File: src/rtl/iter_multiplier.sv
// Iterative 32x32 shift-add multiplier with HI/LO result registers for mult/multu.
// Falling-edge clocked to line up with the neg-edged datapath registers.
module iter_multiplier #(
  parameter int unsigned WIDTH = 32
) (
  input  logic             clk,
  input  logic             reset,
  input  logic             start,
  input  logic             is_signed,
  input  logic [WIDTH-1:0] a,
  input  logic [WIDTH-1:0] b,
  output logic             busy,
  output logic             done,
  output logic [WIDTH-1:0] hi,
  output logic [WIDTH-1:0] lo
);

  localparam int unsigned ACC_W = 2 * WIDTH;
  localparam int unsigned CNT_W = $clog2(WIDTH + 1);

  typedef enum logic [1:0] {
    IDLE = 2'd0,
    RUN  = 2'd1,
    FIN  = 2'd2
  } state_t;

  state_t             state_q, state_d;
  logic [WIDTH-1:0]   mcand_q, mcand_d;
  logic [WIDTH-1:0]   mplier_q, mplier_d;
  logic [ACC_W-1:0]   acc_q, acc_d;
  logic [CNT_W-1:0]   count_q, count_d;
  logic               neg_q, neg_d;
  logic               busy_q, busy_d;
  logic               done_q, done_d;
  logic [WIDTH-1:0]   hi_q, hi_d;
  logic [WIDTH-1:0]   lo_q, lo_d;

  logic [WIDTH-1:0]   addend_c;
  logic [WIDTH:0]     sum_c;
  logic [ACC_W-1:0]   product_c;
  logic [WIDTH-1:0]   abs_a_c;
  logic [WIDTH-1:0]   abs_b_c;

  // One partial-product step on the upper half, keeping the carry for the shift
  always_comb begin
    addend_c  = mplier_q[0] ? mcand_q : '0;
    sum_c     = {1'b0, acc_q[ACC_W-1:WIDTH]} + {1'b0, addend_c};
    product_c = neg_q ? (~acc_q + ACC_W'(1)) : acc_q;
    abs_a_c   = (is_signed && a[WIDTH-1]) ? (~a + WIDTH'(1)) : a;
    abs_b_c   = (is_signed && b[WIDTH-1]) ? (~b + WIDTH'(1)) : b;
  end

  // Next-state and datapath control
  always_comb begin
    state_d  = state_q;
    mcand_d  = mcand_q;
    mplier_d = mplier_q;
    acc_d    = acc_q;
    count_d  = count_q;
    neg_d    = neg_q;
    busy_d   = busy_q;
    done_d   = done_q;
    hi_d     = hi_q;
    lo_d     = lo_q;

    case (state_q)
      IDLE: begin
        done_d = 1'b0;
        if (start) begin
          mcand_d  = abs_a_c;
          mplier_d = abs_b_c;
          neg_d    = is_signed & (a[WIDTH-1] ^ b[WIDTH-1]);
          acc_d    = '0;
          count_d  = '0;
          busy_d   = 1'b1;
          state_d  = RUN;
        end
      end
      RUN: begin
        acc_d    = {sum_c, acc_q[WIDTH-1:1]};
        mplier_d = mplier_q >> 1;
        count_d  = count_q + CNT_W'(1);
        if (count_q == CNT_W'(WIDTH - 1)) begin
          state_d = FIN;
        end
      end
      FIN: begin
        {hi_d, lo_d} = product_c;
        done_d       = 1'b1;
        busy_d       = 1'b0;
        state_d      = IDLE;
      end
      default: begin
        state_d = IDLE;
      end
    endcase
  end

  // Reset aborts any in-flight operation before it can reach hi/lo
  always_ff @(negedge clk) begin
    if (reset) begin
      state_q  <= IDLE;
      mcand_q  <= '0;
      mplier_q <= '0;
      acc_q    <= '0;
      count_q  <= '0;
      neg_q    <= 1'b0;
      busy_q   <= 1'b0;
      done_q   <= 1'b0;
      hi_q     <= '0;
      lo_q     <= '0;
    end else begin
      state_q  <= state_d;
      mcand_q  <= mcand_d;
      mplier_q <= mplier_d;
      acc_q    <= acc_d;
      count_q  <= count_d;
      neg_q    <= neg_d;
      busy_q   <= busy_d;
      done_q   <= done_d;
      hi_q     <= hi_d;
      lo_q     <= lo_d;
    end
  end

  assign busy = busy_q;
  assign done = done_q;
  assign hi   = hi_q;
  assign lo   = lo_q;

endmodule
File: config.mk
export PLATFORM = sky130hd
export DESIGN_NAME = iter_multiplier
export DESIGN_NICKNAME = d
export VERILOG_FILES = /design/src/rtl/iter_multiplier.sv
export SDC_FILE = /design/constraint.sdc
export NUM_CORES = 1
export LEC_CHECK = 0
export ABC_CLOCK_PERIOD_IN_PS = 4700
export BUFFER_PORTS_ARGS = -buffer_cell sky130_fd_sc_hd__buf_2
export CORE_MARGIN = 4
export CORE_UTILIZATION = 29
export CTS_CLUSTER_DIAMETER = 30
export DETAILED_ROUTE_END_ITERATION = 10
export PLACE_DENSITY = 0.51
export SLEW_MARGIN = 20
export SYNTH_ARGS = -nofsm -noshare
export SYNTH_HDL_FRONTEND = slang
export SYNTH_SLANG_ARGS = --single-unit
File: constraint.sdc
create_clock -name clk -period 4.7 [get_ports clk]
set_input_delay 0.47 -clock clk [delete_from_list [all_inputs] [get_ports clk]]
set_output_delay 0.47 -clock clk [all_outputs]
set_load 0.01 [all_outputs]
==> results.rst <==
.. list-table::
   :header-rows: 1

   * - Metric
     - Value
   * - Result of the run
     - finished clean
   * - Critical-path maximum fanout
     - 5
   * - Clk sink count
     - approximately 200
   * - Kind of cell with the highest combined delay on the critical path
     - simple AND/OR/NAND/NOR gates
   * - Flip-flop cell with the highest count after synthesis
     - dfxtp_1
   * - First-pass DRT Iterations
     - 6
   * - DRC violation count after routing
     - 0
   * - Syn Nets
     - around 1500
   * - TritonCTS clock tree
     - built
   * - Worst-Margin Slew
     - approximately 0.86 ns
   * - Area used by multi-input combinational logic
     - roughly 0.0071 mm^2
   * - DRT antenna net count
     - 0
   * - Post-synthesis sequential area ratio
     - a little over a third
   * - CP startpoint kind
     - input pin
   * - Final Max Slew Viols
     - 0
   * - Ys Warns
     - 0
   * - Number of buffers created by CTS
     - 52
   * - Sort of element at the end of the critical path
     - flop
   * - Leading cell types by total area after synthesis
     - dfxtp_1 35%, xor2_1 7.8%, a211oi_1 5.9%
   * - Final-stage net count
     - 1884
   * - Number of buffers inserted by post-CTS setup repair
     - 0
   * - Std-Cell Rows
     - approximately 70
   * - Synthesis-stage register bit count
     - 203
   * - Post-layout instance area
     - around 0.016 mm^2
   * - Sequential standard cell area
     - slightly above 0.004 mm^2
   * - Slew Limit Headroom
     - between 40% and 50%
   * - Top-area cell type share of the netlist area
     - a little over a third
   * - Unrepaired setup endpoints after global routing
     - no
   * - Utilization after layout
     - 39.9%
   * - GRT Residual Overflow
     - 0
   * - Initial core utilization
     - between 20% and 30%
   * - Critical path required time
     - around 2.8 ns
   * - Post-detailed-route via-to-cell ratio
     - 4.93
   * - Gate count of the mapped netlist
     - 1408
   * - Worst voltage drop across the vdd grid
     - about 260 uV
   * - Power density of the placed cells
     - between 400 and 500 mW/mm^2
   * - Worst setup timing slack at the placement stage
     - -0.367 ns
   * - Most used standard cell by instance count after synthesis
     - dfxtp_1
   * - Tot Pwr
     - between 0.006 and 0.007 W
   * - Critical-path cell with the highest stage delay
     - or4_1
   * - Number of buffers added to fix hold violations after cts
     - 0
   * - Number of distinct library cell variants in the gate-level netlist after synthesis
     - 69
   * - Path class of the lowest-slack min-delay path
     - reg2reg
   * - Vertical die dimension
     - 207 um
   * - Slowest stage delay, CP
     - about 0.63 ns
   * - GRT Resource Usage Total
     - 15.5%
   * - Post-Syn Area per Cell
     - between 8 and 9 um^2
   * - Root cell of the clock tree
     - clkbuf_16
   * - Pin count of the biggest net entering global routing
     - between 50 and 60
   * - Global-route wire length before repair
     - roughly 57 mm
   * - Area growth syn-to-layout
     - 35.1%
   * - Die outline area
     - ~0.043 mm^2
   * - Resize count post-CTS
     - 0
   * - Quantity of I/O buffers inserted on ports
     - around 130
   * - List of most frequent post-synthesis cells
     - 203 x dfxtp_1, 178 x nor2_1, 118 x nand2_1
   * - I/O pin cnt
     - around 130
   * - Final GP Congestion
     - around 0.85
   * - # setup viols final
     - 0
   * - Core area
     - ~0.039 mm^2
   * - Clock latency on the worst-skew pair
     - 0.59 ns
   * - Number of enable flip-flop cells after synthesis
     - 0
   * - Total routed wirelength
     - about 35 mm
   * - Via count of the first global-routing pass
     - between 10000 and 15000
   * - Leakage dissipation
     - between 7 and 8 nW
   * - Combined area of all synthesized cells
     - between 0.01 and 0.015 mm^2
   * - CP Data Arrival Time
     - around 2.6 ns
   * - Sum of negative setup slack
     - 0 ns
   * - Crit path buf inv count
     - 1
   * - Total number of vias
     - ~12000
   * - First-iteration detailed-routing DRC count
     - about 620
   * - Detail-routed net length per standard cell
     - around 15 um
   * - Worst setup path class
     - in2reg
   * - Post-route setup slack
     - 0.227 ns
   * - Ordered cell list for the critical path
     - buf_2 -> or4_1 -> nor3_1 -> nand3_1 -> nor4b_4 -> a31oi_1 -> xnor2_1 -> a211oi_1
   * - Async set-or-reset flop fraction in the synthesized netlist
     - 0%
   * - Number of antenna violations at the first check in global routing
     - 2
   * - Fin. Hold Viols
     - 0
   * - Number of max-cap violations
     - 0
   * - Flop-to-flop setup slack
     - 1.09 ns
   * - Number of fillers in the final layout
     - roughly 4000
   * - Depth of the CTS H-tree
     - 2
   * - HPWL reported at the end of detailed placement
     - between 20 and 30 mm
   * - Maximum number of buffers from clock root to sink
     - 3
   * - Yosys top cell by area
     - dfxtp_1
   * - Dpl cell area
     - ~0.013 mm^2
   * - Proportion of layout cells with a drive suffix above 1
     - 17.7%
   * - Worst clock skew
     - 0.0251 ns
   * - Die outline width
     - around 210 um
   * - Clock slew at reported path FFs
     - roughly 0.03 ns
[report_power, final]
group	switching [W]	internal (W)
clock	0.00157	0.00249
sequential	0.0000392	0.00179
combinational	0.000262	0.000174
total	0.00187	0.00445
[sequential cells by signal, indices dropped and copies added (netlist names), 2 cells and up]
name	flops
mcand_q	32
mplier_q	32
hi	32
lo	32
acc_q	64
count_q	6
state_q	2
[worst min-delay path, stage by stage (launching register included)]
cell	delay, ns
dfxtp_1	0.31
nand2_1	0.04
o21ai_0	0.05
[cell families after synthesis]
kind of cell / count (synthesis) / share of synthesized area, %
adder cells (fa/ha/maj): 37 / 4.08
AO/OA/AOI/OAI: 428 / 25.6
buffers and inverters: 119 / 4.28
flip-flops: 203 / 35.3
AND/OR/NAND/NOR: 482 / 20.2
multiplexers: 1 / 0.0869
XOR/XNOR: 138 / 10.5
[cells in the final DEF, fill, tap and decap left out, types with 69 or more instances in the layout]
cell type | Yosys | routed
buf_2 | 1 | 132
inv_1 | 30 | 239
buf_4 | 2 | 69
xor2_1 | 102 | 102
nand2_1 | 118 | 118
o21ai_0 | 87 | 87
a211oi_1 | 91 | 91
a21oi_1 | 81 | 81
dfxtp_1 | 203 | 202
nor2_1 | 178 | 175
[metal layers]
metal  wire, um  track usage, %  vias to the layer above  part of all wire, %
met3       1890            4.87                       66                  5.4
met2      15100            22.4                      270                   43
met1      17000            21.0                     5260                   49
met5         13               0                        -                0.037
li1           -               -                     5946                    -
met4        725            7.39                        2                  2.1
[final timing paths]
path	from	endpoint	depth (start not counted)
worst min-delay path	lo[31]$_SDFFE_NP0P_	lo[31]$_SDFFE_NP0P_	2
worst min register to register	lo[31]$_SDFFE_NP0P_	lo[31]$_SDFFE_NP0P_	2
worst max-delay path	a[4]	mcand_q[23]$_SDFFE_NP0P_	8
worst max register to register	mplier_q[0]$_SDFFE_NP0P_	acc_q[59]$_SDFFE_NP0P_	11
[cell type report]
type | count | share of cell area, %
multi-input cells | 1086 | 45.3
flip-flops and latches | 203 | 26.1
clock buffers | 52 | 8.36
repair buffers | 204 | 7.96
clock inverters | 247 | 7.39
well taps | 518 | 4.16
inverters | 29 | 0.699
diodes | 1 | 0.0161
[stage by stage]
stage          std cells  hold WS [ns]
5_1_grt             2340         0.472
6_report            2340         0.439
4_1_cts             2339         0.445
2_1_floorplan       1408         0.429
3_3_place_gp        2041         0.435
3_5_place_dp        2041         0.438
(Power assumes the default switching activity.)
